[config.mk]
export PLATFORM = sky130hd
export DESIGN_NAME = cordic_share_arbiter
export DESIGN_NICKNAME = d
export VERILOG_FILES = /design/src/rtl/cordic_arb_pkg.sv /design/src/rtl/rr_pick.sv /design/src/rtl/cordic_share_arbiter.sv
export SDC_FILE = /design/constraint.sdc
export NUM_CORES = 1
export LEC_CHECK = 0
export ABC_AREA = 1
export CORE_MARGIN = 5
export CORE_UTILIZATION = 45
export DETAILED_ROUTE_END_ITERATION = 16
export PLACE_DENSITY_LB_ADDON = 0.3
export SLEW_MARGIN = 40
export SYNTH_ARGS = -nofsm -noshare
export SYNTH_HDL_FRONTEND = slang
export SYNTH_SLANG_ARGS = --single-unit
[constraint.sdc]
create_clock -name clk -period 4.3 [get_ports clk]
set_clock_uncertainty 0.1 [all_clocks]
set_input_delay 1.29 -clock clk [delete_from_list [all_inputs] [get_ports clk]]
set_output_delay 1.29 -clock clk [all_outputs]
set_load 0.05 [all_outputs]
[src/rtl/cordic_arb_pkg.sv]
// Shared types and defaults for the CORDIC share arbiter.
// Holds the FSM state type, the default operand width and iteration count, and a
// helper that sizes requester index signals. The helper returns at least 1 so that
// a single-requester build still has legal vector widths.
package cordic_arb_pkg;

   typedef enum logic [1:0] {
      StIdle,
      StLoad,
      StIter,
      StResp
   } state_e;

   localparam int unsigned DefDw   = 16;
   localparam int unsigned DefIter = 16;

   function automatic int unsigned idx_width(input int unsigned n);
      return (n > 1) ? $clog2(n) : 1;
   endfunction

endpackage

[src/rtl/rr_pick.sv]
// Combinational round-robin selector.
// Scans the request vector starting at lane ptr and wrapping, and reports the first
// lane found.
// Ports:
//   req        requests, one bit per lane
//   ptr        lane with the highest priority this cycle
//   winner     one-hot winning lane (all zero when found is low)
//   winner_idx binary index of the winning lane
//   found      at least one request is pending
module rr_pick
   import cordic_arb_pkg::*;
#(
   parameter int unsigned NREQ = 4,
   parameter int unsigned PW   = idx_width(NREQ)
) (
   input  logic [NREQ-1:0] req,
   input  logic [PW-1:0]   ptr,
   output logic [NREQ-1:0] winner,
   output logic [PW-1:0]   winner_idx,
   output logic            found
);

   always_comb begin
      int unsigned k;
      winner     = '0;
      winner_idx = '0;
      found      = 1'b0;
      k          = 0;
      for (int unsigned i = 0; i < NREQ; i++) begin
         k = (32'(ptr) + i) % NREQ;
         if (!found && ((req & (NREQ'(1) << k)) != '0)) begin
            found      = 1'b1;
            winner     = NREQ'(1) << k;
            winner_idx = PW'(k);
         end
      end
   end

endmodule

[src/rtl/cordic_share_arbiter.sv]
// Round-robin arbiter that time-shares one iterative CORDIC unit between NREQ
// requesters.
// Each operation runs LOAD (grant pulse, operands registered, cu_start),
// then ITER micro-rotations, then RESP (result pulse to the owner). RESP arbitrates
// directly into the next LOAD, so back-to-back operations take ITER+2 cycles.
// Optional feature: define CORDIC_ARB_LOCK_EN to add the lock port. When lock[w] is
// high during RESP, the round-robin pointer stays on w so that lane can chain
// operations.
// Ports:
//   clk, rst_n        clock and asynchronous active-low reset
//   req               per-lane operation request, held until gnt
//   lock              per-lane ownership retention (CORDIC_ARB_LOCK_EN only)
//   op_x, op_z        packed operands, lane k at [k*DW +: DW]
//   gnt               one-hot grant pulse (LOAD)
//   rsp_valid         one-hot result pulse (RESP)
//   rsp_data          result for the owner, held until the next result
//   cu_start          load pulse to the CORDIC unit
//   cu_x, cu_z        registered operands to the CORDIC unit
//   cu_en, cu_iter    micro-rotation enable and index
//   cu_y              CORDIC unit result
//   busy              high whenever the FSM is not idle
module cordic_share_arbiter
   import cordic_arb_pkg::*;
#(
   parameter int unsigned NREQ = 4,
   parameter int unsigned DW   = DefDw,
   parameter int unsigned ITER = DefIter,
   parameter int unsigned IW   = $clog2(ITER)
) (
   input  logic                 clk,
   input  logic                 rst_n,
   input  logic [NREQ-1:0]      req,
`ifdef CORDIC_ARB_LOCK_EN
   input  logic [NREQ-1:0]      lock,
`endif
   input  logic [NREQ*DW-1:0]   op_x,
   input  logic [NREQ*DW-1:0]   op_z,
   output logic [NREQ-1:0]      gnt,
   output logic [NREQ-1:0]      rsp_valid,
   output logic [DW-1:0]        rsp_data,
   output logic                 cu_start,
   output logic [DW-1:0]        cu_x,
   output logic [DW-1:0]        cu_z,
   output logic                 cu_en,
   output logic [IW-1:0]        cu_iter,
   input  logic [DW-1:0]        cu_y,
   output logic                 busy
);

   localparam int unsigned PW = idx_width(NREQ);

   state_e          state;
   logic [PW-1:0]   ptr;
   logic [PW-1:0]   w_idx;
   logic [NREQ-1:0] w_oh;

   logic [NREQ-1:0] lock_eff;
   logic [PW-1:0]   resp_ptr;
   logic [PW-1:0]   ptr_eff;
   logic [NREQ-1:0] pick_oh;
   logic [PW-1:0]   pick_idx;
   logic            pick_found;
   logic [DW-1:0]   pick_x;
   logic [DW-1:0]   pick_z;

`ifdef CORDIC_ARB_LOCK_EN
   assign lock_eff = lock;
`else
   assign lock_eff = '0;
`endif

   // The pointer update for the finishing operation must already apply to the
   // arbitration done in RESP, otherwise the same lane would win twice in a row.
   always_comb begin
      resp_ptr = (w_idx == PW'(NREQ - 1)) ? '0 : w_idx + PW'(1);
      if ((lock_eff & w_oh) != '0) begin
         resp_ptr = w_idx;
      end
      ptr_eff = (state == StResp) ? resp_ptr : ptr;
   end

   rr_pick #(
      .NREQ (NREQ),
      .PW   (PW)
   ) u_rr_pick (
      .req        (req),
      .ptr        (ptr_eff),
      .winner     (pick_oh),
      .winner_idx (pick_idx),
      .found      (pick_found)
   );

   assign pick_x = DW'(op_x >> (32'(pick_idx) * DW));
   assign pick_z = DW'(op_z >> (32'(pick_idx) * DW));

   assign busy = (state != StIdle);

   always_ff @(posedge clk or negedge rst_n) begin
      if (!rst_n) begin
         state     <= StIdle;
         ptr       <= '0;
         w_idx     <= '0;
         w_oh      <= '0;
         gnt       <= '0;
         rsp_valid <= '0;
         rsp_data  <= '0;
         cu_start  <= 1'b0;
         cu_x      <= '0;
         cu_z      <= '0;
         cu_en     <= 1'b0;
         cu_iter   <= '0;
      end else begin
         // Pulse outputs default low; only their owning transition raises them.
         gnt       <= '0;
         rsp_valid <= '0;
         cu_start  <= 1'b0;
         unique case (state)
            StIdle, StResp: begin
               if (state == StResp) begin
                  ptr <= resp_ptr;
               end
               if (pick_found) begin
                  state    <= StLoad;
                  gnt      <= pick_oh;
                  cu_start <= 1'b1;
                  w_oh     <= pick_oh;
                  w_idx    <= pick_idx;
                  cu_x     <= pick_x;
                  cu_z     <= pick_z;
               end else begin
                  state <= StIdle;
               end
            end
            StLoad: begin
               state   <= StIter;
               cu_en   <= 1'b1;
               cu_iter <= '0;
            end
            StIter: begin
               if (cu_iter == IW'(ITER - 1)) begin
                  state     <= StResp;
                  cu_en     <= 1'b0;
                  cu_iter   <= '0;
                  rsp_valid <= w_oh;
                  rsp_data  <= cu_y;
               end else begin
                  cu_iter <= cu_iter + IW'(1);
               end
            end
            default: begin
               state <= StIdle;
            end
         endcase
      end
   end

endmodule

==> results of run 1 <==
[state kept, by name (all words and copies together), names as in the netlist, 4 cells and up]
name / count
cu_x: 16
cu_z: 16
rsp_data: 16
cu_iter: 4
gnt: 4
rsp_valid: 4
w_oh: 4
[worst max-delay path: cells and delay by family]
family          cells  cell delay [ps]
simple gates        4              510
buf+inv             4             1290
compound gates      3              570
[path summary, 6_finish.rpt]
path | startpoint | cells after the start | slack, ps | endpoint
setup / recovery | req[2] | 11 | 780 | w_oh[1]
hold reg to reg | cu_z[4] | 2 | 380 | cu_z[4]
setup reg to reg | state[0] | 15 | 830 | w_oh[1]
hold / removal | cu_z[4] | 2 | 380 | cu_z[4]
max in group asynchronous | rst_n | 1 | 2810 | cu_z[2]
min in group asynchronous | rst_n | 1 | 840 | rsp_data[8]
[logic make-up (layout without fill, tap and decap cells)]
family          count (synthesis)  in the layout  synth area share
simple gates                  304            304             0.299
buf+inv                       144            349             0.132
compound gates                 77             77             0.128
flops                          72             72             0.409
fa+ha+maj                      10             10            0.0284
xor+xnor                        2              2           0.00398
[per-stage QoR]
step | instance area, µm² | utilization | hold WS (ps) | cells
3_5_place_dp | 6640 | 0.686 | 365 | 931
3_3_place_gp | 6630 | 0.685 | 361 | 931
6_report | 6900 | 0.713 | 383 | 947
4_1_cts | 6900 | 0.713 | 385 | 947
2_1_floorplan | 4410 | - | 350 | 609
5_1_grt | 6900 | 0.713 | 410 | 947
[layout make-up]
cell class              count  area, µm²  area share
well taps                 133        166      0.0241
repair buffers            223       2220       0.321
inverters                 110        413      0.0598
clock buffers              12        165      0.0239
clock inverters             4       98.8      0.0143
flip-flops and latches     72       1800       0.261
multi-input cells         393       2040       0.295
[cells in the final DEF, fill, tap and decap left out, drive strengths merged]
master / instances
nand2: 217
clkdlybuf4s50: 211
inv: 110
dfrtp: 72
nand3: 47
o211ai: 44
nand4: 25
o21ai: 16
nor2: 15
clkbuf: 12
buf: 12
ha: 10
a21oi: 6
o22ai: 4
o21bai: 4
a31oi: 3
bufinv: 3
xor2: 1
xnor2: 1
clkinv: 1
[routing by layer]
metal / vias to the layer above / GRT usage / part of all wire
li1: 2325 / - / -
met1: 2164 / 0.285 / 0.39
met2: 205 / 0.391 / 0.51
met3: 26 / 0.0657 / 0.083
met4: 0 / 0.0920 / 0.021
met5: - / 0 / 0
==> out/qor.yml, run 1 <==
global_routing:
  grt_max_degree: 73
  grt_use_total: 0.234
  grt_antenna_before_repair: 0
  grt_overflow: 0
  grt_pass1_wl_um: 22000
  grt_pass1_vias: 4744
sta:
  finalSetupViolCount: 0
  finalMaxSlewViolations: 0
  rsz0062_at_grt: "no"
  hold_violations: 0
  timing.fmax_mhz: 284
  fin_ws_ps: 779
  worst_pin_slew_ps: 645
  timing.final.crit_period_ps: 3520
  tns_ps: 0
  maxSlewHeadroom: 0.569
  post-route-period-util: 0.819
floorplanning:
  die_y_um: 109
  start_util: 0.455
  io_pins: 213
  core_area_um2: 9680
  die_area_um2: 11900
  rows: 36
  die_w_um: 109
detailed_routing:
  vias: 4720
  wire_per_inst_um: 14.5
  antenna_left: 0
  drc: 0
  drt_wl_total_um: 13700
  drt_iter0_drc: 195
  firstDrtPassIters: 5
  viasPerCell: 4.98
placement:
  gp_congestion: 0.958
  io_buffer_count: 212
  hpwl_um: 10600
  post-place-ws_ps: 447
cts:
  cts_tree: "yes"
  htree_num_levels: 3
  holdBufCountCts: 0
  clockBufferDepth: 2
  cts_root_buffer: "clkbuf_8"
  cts_num_sinks: 72
  numCtsBuffers: 9
  cts_resized: 0
  cts_setup_buffers: 0
  clk_pin_slew_worst_paths_ps: 80
  clock_latency_ps: 340
synthesis:
  synth_edf_count: 0
  postSynth.asyncResetShare: 1.00
  yosys-top-cells-area: "dfrtp_1 (41%), nand2_1 (18%), inv_1 (9.2%)"
  syn-cell-area_um2: 4410
  yosys.area.top_type: "dfrtp_1"
  avgSynthCellArea_um2: 7.24
  syn_nets: 769
  synth_cell_type_count: 30
  postSynthCellCount: 609
  netlist.area_leader.share: 0.409
  synth_commonest_cells: "nand2_1 (216), inv_1 (108), dfrtp_1 (72), nand3_1 (46), o211ai_1 (35)"
  yosysMostFrequentCell: "nand2_1"
  yosysSeqAreaShare: 0.409
  ys_seq_elements: 72
  yosysWarnings: 0
  ys.flop_type: "dfrtp_1"
critical_path:
  crit_fanout: 20
  critPathRequiredTime_ps: 4460
  arrival_ps: 3680
  path_class: "primary input to flop"
  crit_path_end_kind: "flop"
  cp-start-kind: "primary input"
  slowest_delay_ps: 540
  path_cells: "clkdlybuf4s50_1, nand2_1, nand4_1, inv_1, nand4_1, nand2_1, buf_4, inv_1, o21ai_0, a21oi_1, o21bai_1"
  slowest_stage: "clkdlybuf4s50_1"
cells_and_area:
  fillers: 802
  layout.nets: 969
  drive_above_1_share: 0.0602
  diodes: 0
  areaGrowthSynthToFinish_pct: 56.6
hold_path:
  min_path_type: "flop to flop"
flow_run:
  cap_violations: 0
run_status:
  status: "completed"
Power of run 1 is not shown: default switching activity piles up to over one toggle a cycle in this logic, so the estimate is an artifact.
==> inputs of run 2 (changes only) <==
Settings changed: CORE_UTILIZATION 45 to 41.
Clock period 4.3 ns to 3.5 ns, I/O delays scaled along.
==> out/qor.yml, run 2 (synthesized netlist as in run 1, its figures left out) <==
critical_path:
  crit_fanout: 46  # +130%
  worst-path-buf-inv: 5  # +1
  path_class: "flop to flop"
  path_delay_family: "buffers and inverters"
  cp.depth: 16  # +5
  r2r-start: "state[0]"
  crit_path_end_kind: "flop"
  crit_start: "state[0]"
  r2r_end: "cu_z[13]"
  path_cells: "ha_1, o21ai_0, buf_4, inv_1, ha_1, nand2_1, nand2_1, buf_4, o21ai_2, buf_4, nand2_1, nand2_1, nand3_4, buf_12, o211ai_1, nand3_1"
  worst-r2r-setup-slack_ps: 290  # -540 ps
  slowest_stage: "dfrtp_1"
  slowest_delay_ps: 420  # -120 ps
  critPathRequiredTime_ps: 3610  # -850 ps
  cp-start-kind: "flop"
  r2r_cells: 16  # +1
  endpoint: "cu_z[13]"
  crit_top_cell: "nand2_1"
  arrival_ps: 3330  # -350 ps
cells_and_area:
  final_common_cell: "nand2_1"
  layout.nets: 981  # +1.2%
  layout_common_cells: "nand2_1 (216), clkdlybuf4s50_1 (211), inv_1 (108)"
  final_util: 0.669  # -0.0434
  diodes: 0  # unchanged
  reg_top3: "cu_x x16, cu_z x16, rsp_data x16"
  areaGrowthSynthToFinish_pct: 58.2
  final_area_um2: 6970  # +1.0%
  fillers: 879  # +9.6%
  drive_above_1_share: 0.0738  # +0.0137
  finalNonFillerCells: 962  # +1.6%
cts:
  clock_latency_ps: 330  # about the same
  numCtsBuffers: 9  # unchanged
  cts_num_sinks: 72  # unchanged
  clk_pin_slew_worst_paths_ps: 80  # about the same
  cts_tree: "yes"
  cts_resized: 0  # unchanged
  clockBufferDepth: 2  # unchanged
  cts_setup_buffers: 0  # unchanged
  htree_num_levels: 3  # unchanged
  cts_root_buffer: "clkbuf_8"
  holdBufCountCts: 0  # unchanged
global_routing:
  grt_overflow: 0  # unchanged
  grt_pass1_wl_um: 22900  # +4.0%
  grt_antenna_before_repair: 0  # unchanged
  grt_pass1_vias: 4859  # +2.4%
  grt_use_total: 0.216  # -0.0182
  grt_max_degree: 73  # unchanged
floorplanning:
  die_w_um: 114  # +4.3%
  die_y_um: 114  # +4.3%
  io_pins: 213  # unchanged
  die_area_um2: 12900  # +8.8%
  rows: 37  # +2.8%
  core_area_um2: 10400  # +7.6%
  start_util: 0.423  # -0.0320
detailed_routing:
  drt_iter0_drc: 291  # +49%
  drc: 0  # unchanged
  vias: 4739  # +0.40%
  wire_per_inst_um: 14.4  # -0.68%
  viasPerCell: 4.93  # -1.2%
  firstDrtPassIters: 5  # unchanged
  drt_wl_total_um: 13800  # +0.89%
  antenna_left: 0  # unchanged
sta:
  finalMaxSlewViolations: 0  # unchanged
  rsz0062_at_grt: "no"
  worst_pin_slew_ps: 633  # -11.6 ps
  hold_violations: 0  # unchanged
  finalSetupViolCount: 0  # unchanged
  timing.final.crit_period_ps: 3210
  timing.fmax_mhz: 311
  maxSlewHeadroom: 0.578  # +0.00873
  post-route-period-util: 0.919
placement:
  placed_cell_area_um2: 6750  # +1.6%
  gp_congestion: 0.868  # -9.4%
  io_buffer_count: 212  # unchanged
  placed_cells: 946  # +1.6%
  hpwl_um: 11000  # +4.1%
hold_path:
  min_from: "rsp_data[15]"
  min_path_type: "flop to flop"
flow_run:
  cap_violations: 0  # unchanged
run_status:
  status: "completed"
[run 2: per-layer routing]
layer	routed length [µm]	vias up	global-route usage
met5	0	-	0
met4	184	0	0.0569
met3	1440	13	0.0716
met2	6770	220	0.370
met1	5420	2157	0.260
li1	-	2349	-
[run 2: worst min-delay path, delay by kind of cell (launching register included)]
family	cells	cell delay (ps)
flip-flops	1	350
AND/OR/NAND/NOR	2	110
[run 2: how the worst min path moves through the flow]
stage	to	slack, ps	cells after the start
3_5_place_dp	rsp_data[15]	360	2
3_3_place_gp	rsp_data[7]	360	2
6_report	rsp_data[15]	380	2
4_1_cts	cu_z[4]	390	2
2_1_floorplan	ptr[0]	350	2
5_1_grt	rsp_valid[3]	400	2
[run 2: area by class of cell]
type	count	area (µm²)	share of cell area
Timing Repair Buffer	235	2320	0.333
Multi-Input combinational cell	393	2040	0.292
Sequential cell	72	1800	0.258
Inverter	110	413	0.0592
Tap cell	136	170	0.0244
Clock buffer	10	138	0.0197
Clock inverter	6	90.1	0.0129
[run 2: metrics by stage]
stage               setup TNS [ps]  hold slack, ps  setup slack [ps]
floorplan                        0             350               628
global placement              -285             362             -31.7
detailed placement               0             364              63.6
CTS                              0             386               284
global route                     0             400              1.79
finish                           0             383               285
Power of run 2 is left out for the same reason.
==> inputs of run 3 (changes only) <==
Settings changed: PLACE_DENSITY from default to 0.81, PLACE_DENSITY_LB_ADDON 0.3 to default, TNS_END_PERCENT from default to 30.
==> out/qor.yml, run 3 (synthesized netlist as in run 1, its figures left out) <==
run_status:
  status: "completed"
cells_and_area:
  diodes: 0  # unchanged
  areaGrowthSynthToFinish_pct: 55.9
  final_common_cell: "nand2_1"
  reg_top3: "cu_x x16, cu_z x16, rsp_data x16"
  layout_common_cells: "nand2_1 (216), clkdlybuf4s50_1 (211), inv_1 (108)"
  drive_above_1_share: 0.0614  # -0.0124
  layout.nets: 970  # -1.1%
sta:
  finalSetupViolCount: 0  # unchanged
  post-route-period-util: 0.934  # +0.0156
  fin_hold_ws_ps: 389  # +6.84 ps
  timing.final.crit_period_ps: 3270  # +54.6 ps
  tns_ps: 0  # unchanged
  worst_pin_slew_ps: 648  # +14.7 ps
  maxSlewHeadroom: 0.568  # -0.00980
  finalMaxSlewViolations: 0  # unchanged
  hold_violations: 0  # unchanged
  rsz0062_at_grt: "no"
  timing.fmax_mhz: 306  # -1.7%
global_routing:
  grt_pass1_wl_um: 22700  # -0.66%
  grt_max_degree: 73  # unchanged
  grt_overflow: 0  # unchanged
  grt_antenna_before_repair: 0  # unchanged
  grt_pass1_vias: 4847  # -0.25%
  grt_use_total: 0.217  # +0.00111
detailed_routing:
  drc: 0  # unchanged
  firstDrtPassIters: 7  # +2
  vias: 4767  # +0.59%
  drt_iter0_drc: 288  # -1.0%
  wire_per_inst_um: 14.7  # +2.6%
  viasPerCell: 5.02  # +1.9%
  drt_wl_total_um: 14000  # +1.4%
  antenna_left: 0  # unchanged
critical_path:
  crit_fanout: 14  # -70%
  cp-start-kind: "flop"
  worst-path-buf-inv: 3  # -2
  crit_top_cell: "nand2_1"
  path_class: "flop to flop"
  critPathRequiredTime_ps: 3620  # about the same
  arrival_ps: 3390  # +60 ps
  slowest_delay_ps: 420  # about the same
  crit_path_end_kind: "flop"
  path_delay_family: "simple AND/OR/NAND/NOR gates"
  path_cells: "ha_1, o21ai_1, inv_1, ha_1, nand2_1, nand2_1, nor2_2, nand4_1, nand2_1, buf_4, nor2_2, buf_4, o211ai_1, nand3_1"
  slowest_stage: "dfrtp_1"
floorplanning:
  core_area_um2: 10400  # unchanged
  die_area_um2: 12900  # unchanged
  die_y_um: 114  # unchanged
  die_w_um: 114  # unchanged
  rows: 37  # unchanged
  start_util: 0.423  # unchanged
  io_pins: 213  # unchanged
hold_path:
  min_path_type: "flop to flop"
cts:
  cts_root_buffer: "clkbuf_8"
  clk_pin_slew_worst_paths_ps: 80  # about the same
  cts_setup_buffers: 0  # unchanged
  clockBufferDepth: 2  # unchanged
  cts_num_sinks: 72  # unchanged
  holdBufCountCts: 0  # unchanged
  htree_num_levels: 3  # unchanged
  numCtsBuffers: 9  # unchanged
  cts_resized: 0  # unchanged
  cts_tree: "yes"
  clock_latency_ps: 340  # about the same
placement:
  hpwl_um: 10900  # -0.70%
  gp_congestion: 0.911  # +5.0%
  io_buffer_count: 212  # unchanged
flow_run:
  cap_violations: 0  # unchanged
run 3: through the flow:
stage,cells,setup slack [ps],area (µm²),utilization
5_1_grt,950,15.4,6870,0.660
2_1_floorplan,609,628,4410,-
3_3_place_gp,935,323,6670,0.640
6_report,950,231,6870,0.660
4_1_cts,950,108,6870,0.659
3_5_place_dp,935,129,6670,0.640
run 3: worst reg2reg max path: cells and delay by family, from the launching register on:
family                     cells  cell delay [ps]
adders and majority gates      2              560
AOI/OAI and AO/OA              2              490
DFF                            1              420
buffers and inverters          3              570
and+or+nand+nor                7             1010
run 3: path summary, 6_finish.rpt:
check / to / startpoint / slack [ps] / depth (start not counted)
max: cu_x[3] / state[0] / 230 / 14
min: rsp_data[11] / rsp_data[11] / 390 / 2
max reg2reg: cu_x[3] / state[0] / 230 / 14
min reg2reg: rsp_data[11] / rsp_data[11] / 390 / 2
max in group asynchronous: cu_x[2] / rst_n / 2230 / 1
min in group asynchronous: gnt[3] / rst_n / 610 / 1
run 3: layout make-up:
class / instances / area (µm²)
tap: 136 / 170
inverter: 110 / 413
clock buffer: 10 / 138
timing repair buffer: 224 / 2250
clock inverter: 5 / 57.6
multi-input combinational: 393 / 2040
fill: 871 / 3540
sequential: 72 / 1800
run 3: routing by layer:
metal,vias to the layer above,track usage,share of wire
li1,2335,-,-
met1,2163,0.246,0.38
met2,232,0.379,0.50
met3,37,0.0605,0.091
met4,0,0.0970,0.035
met5,-,0,0
Power of run 3 is left out for the same reason.
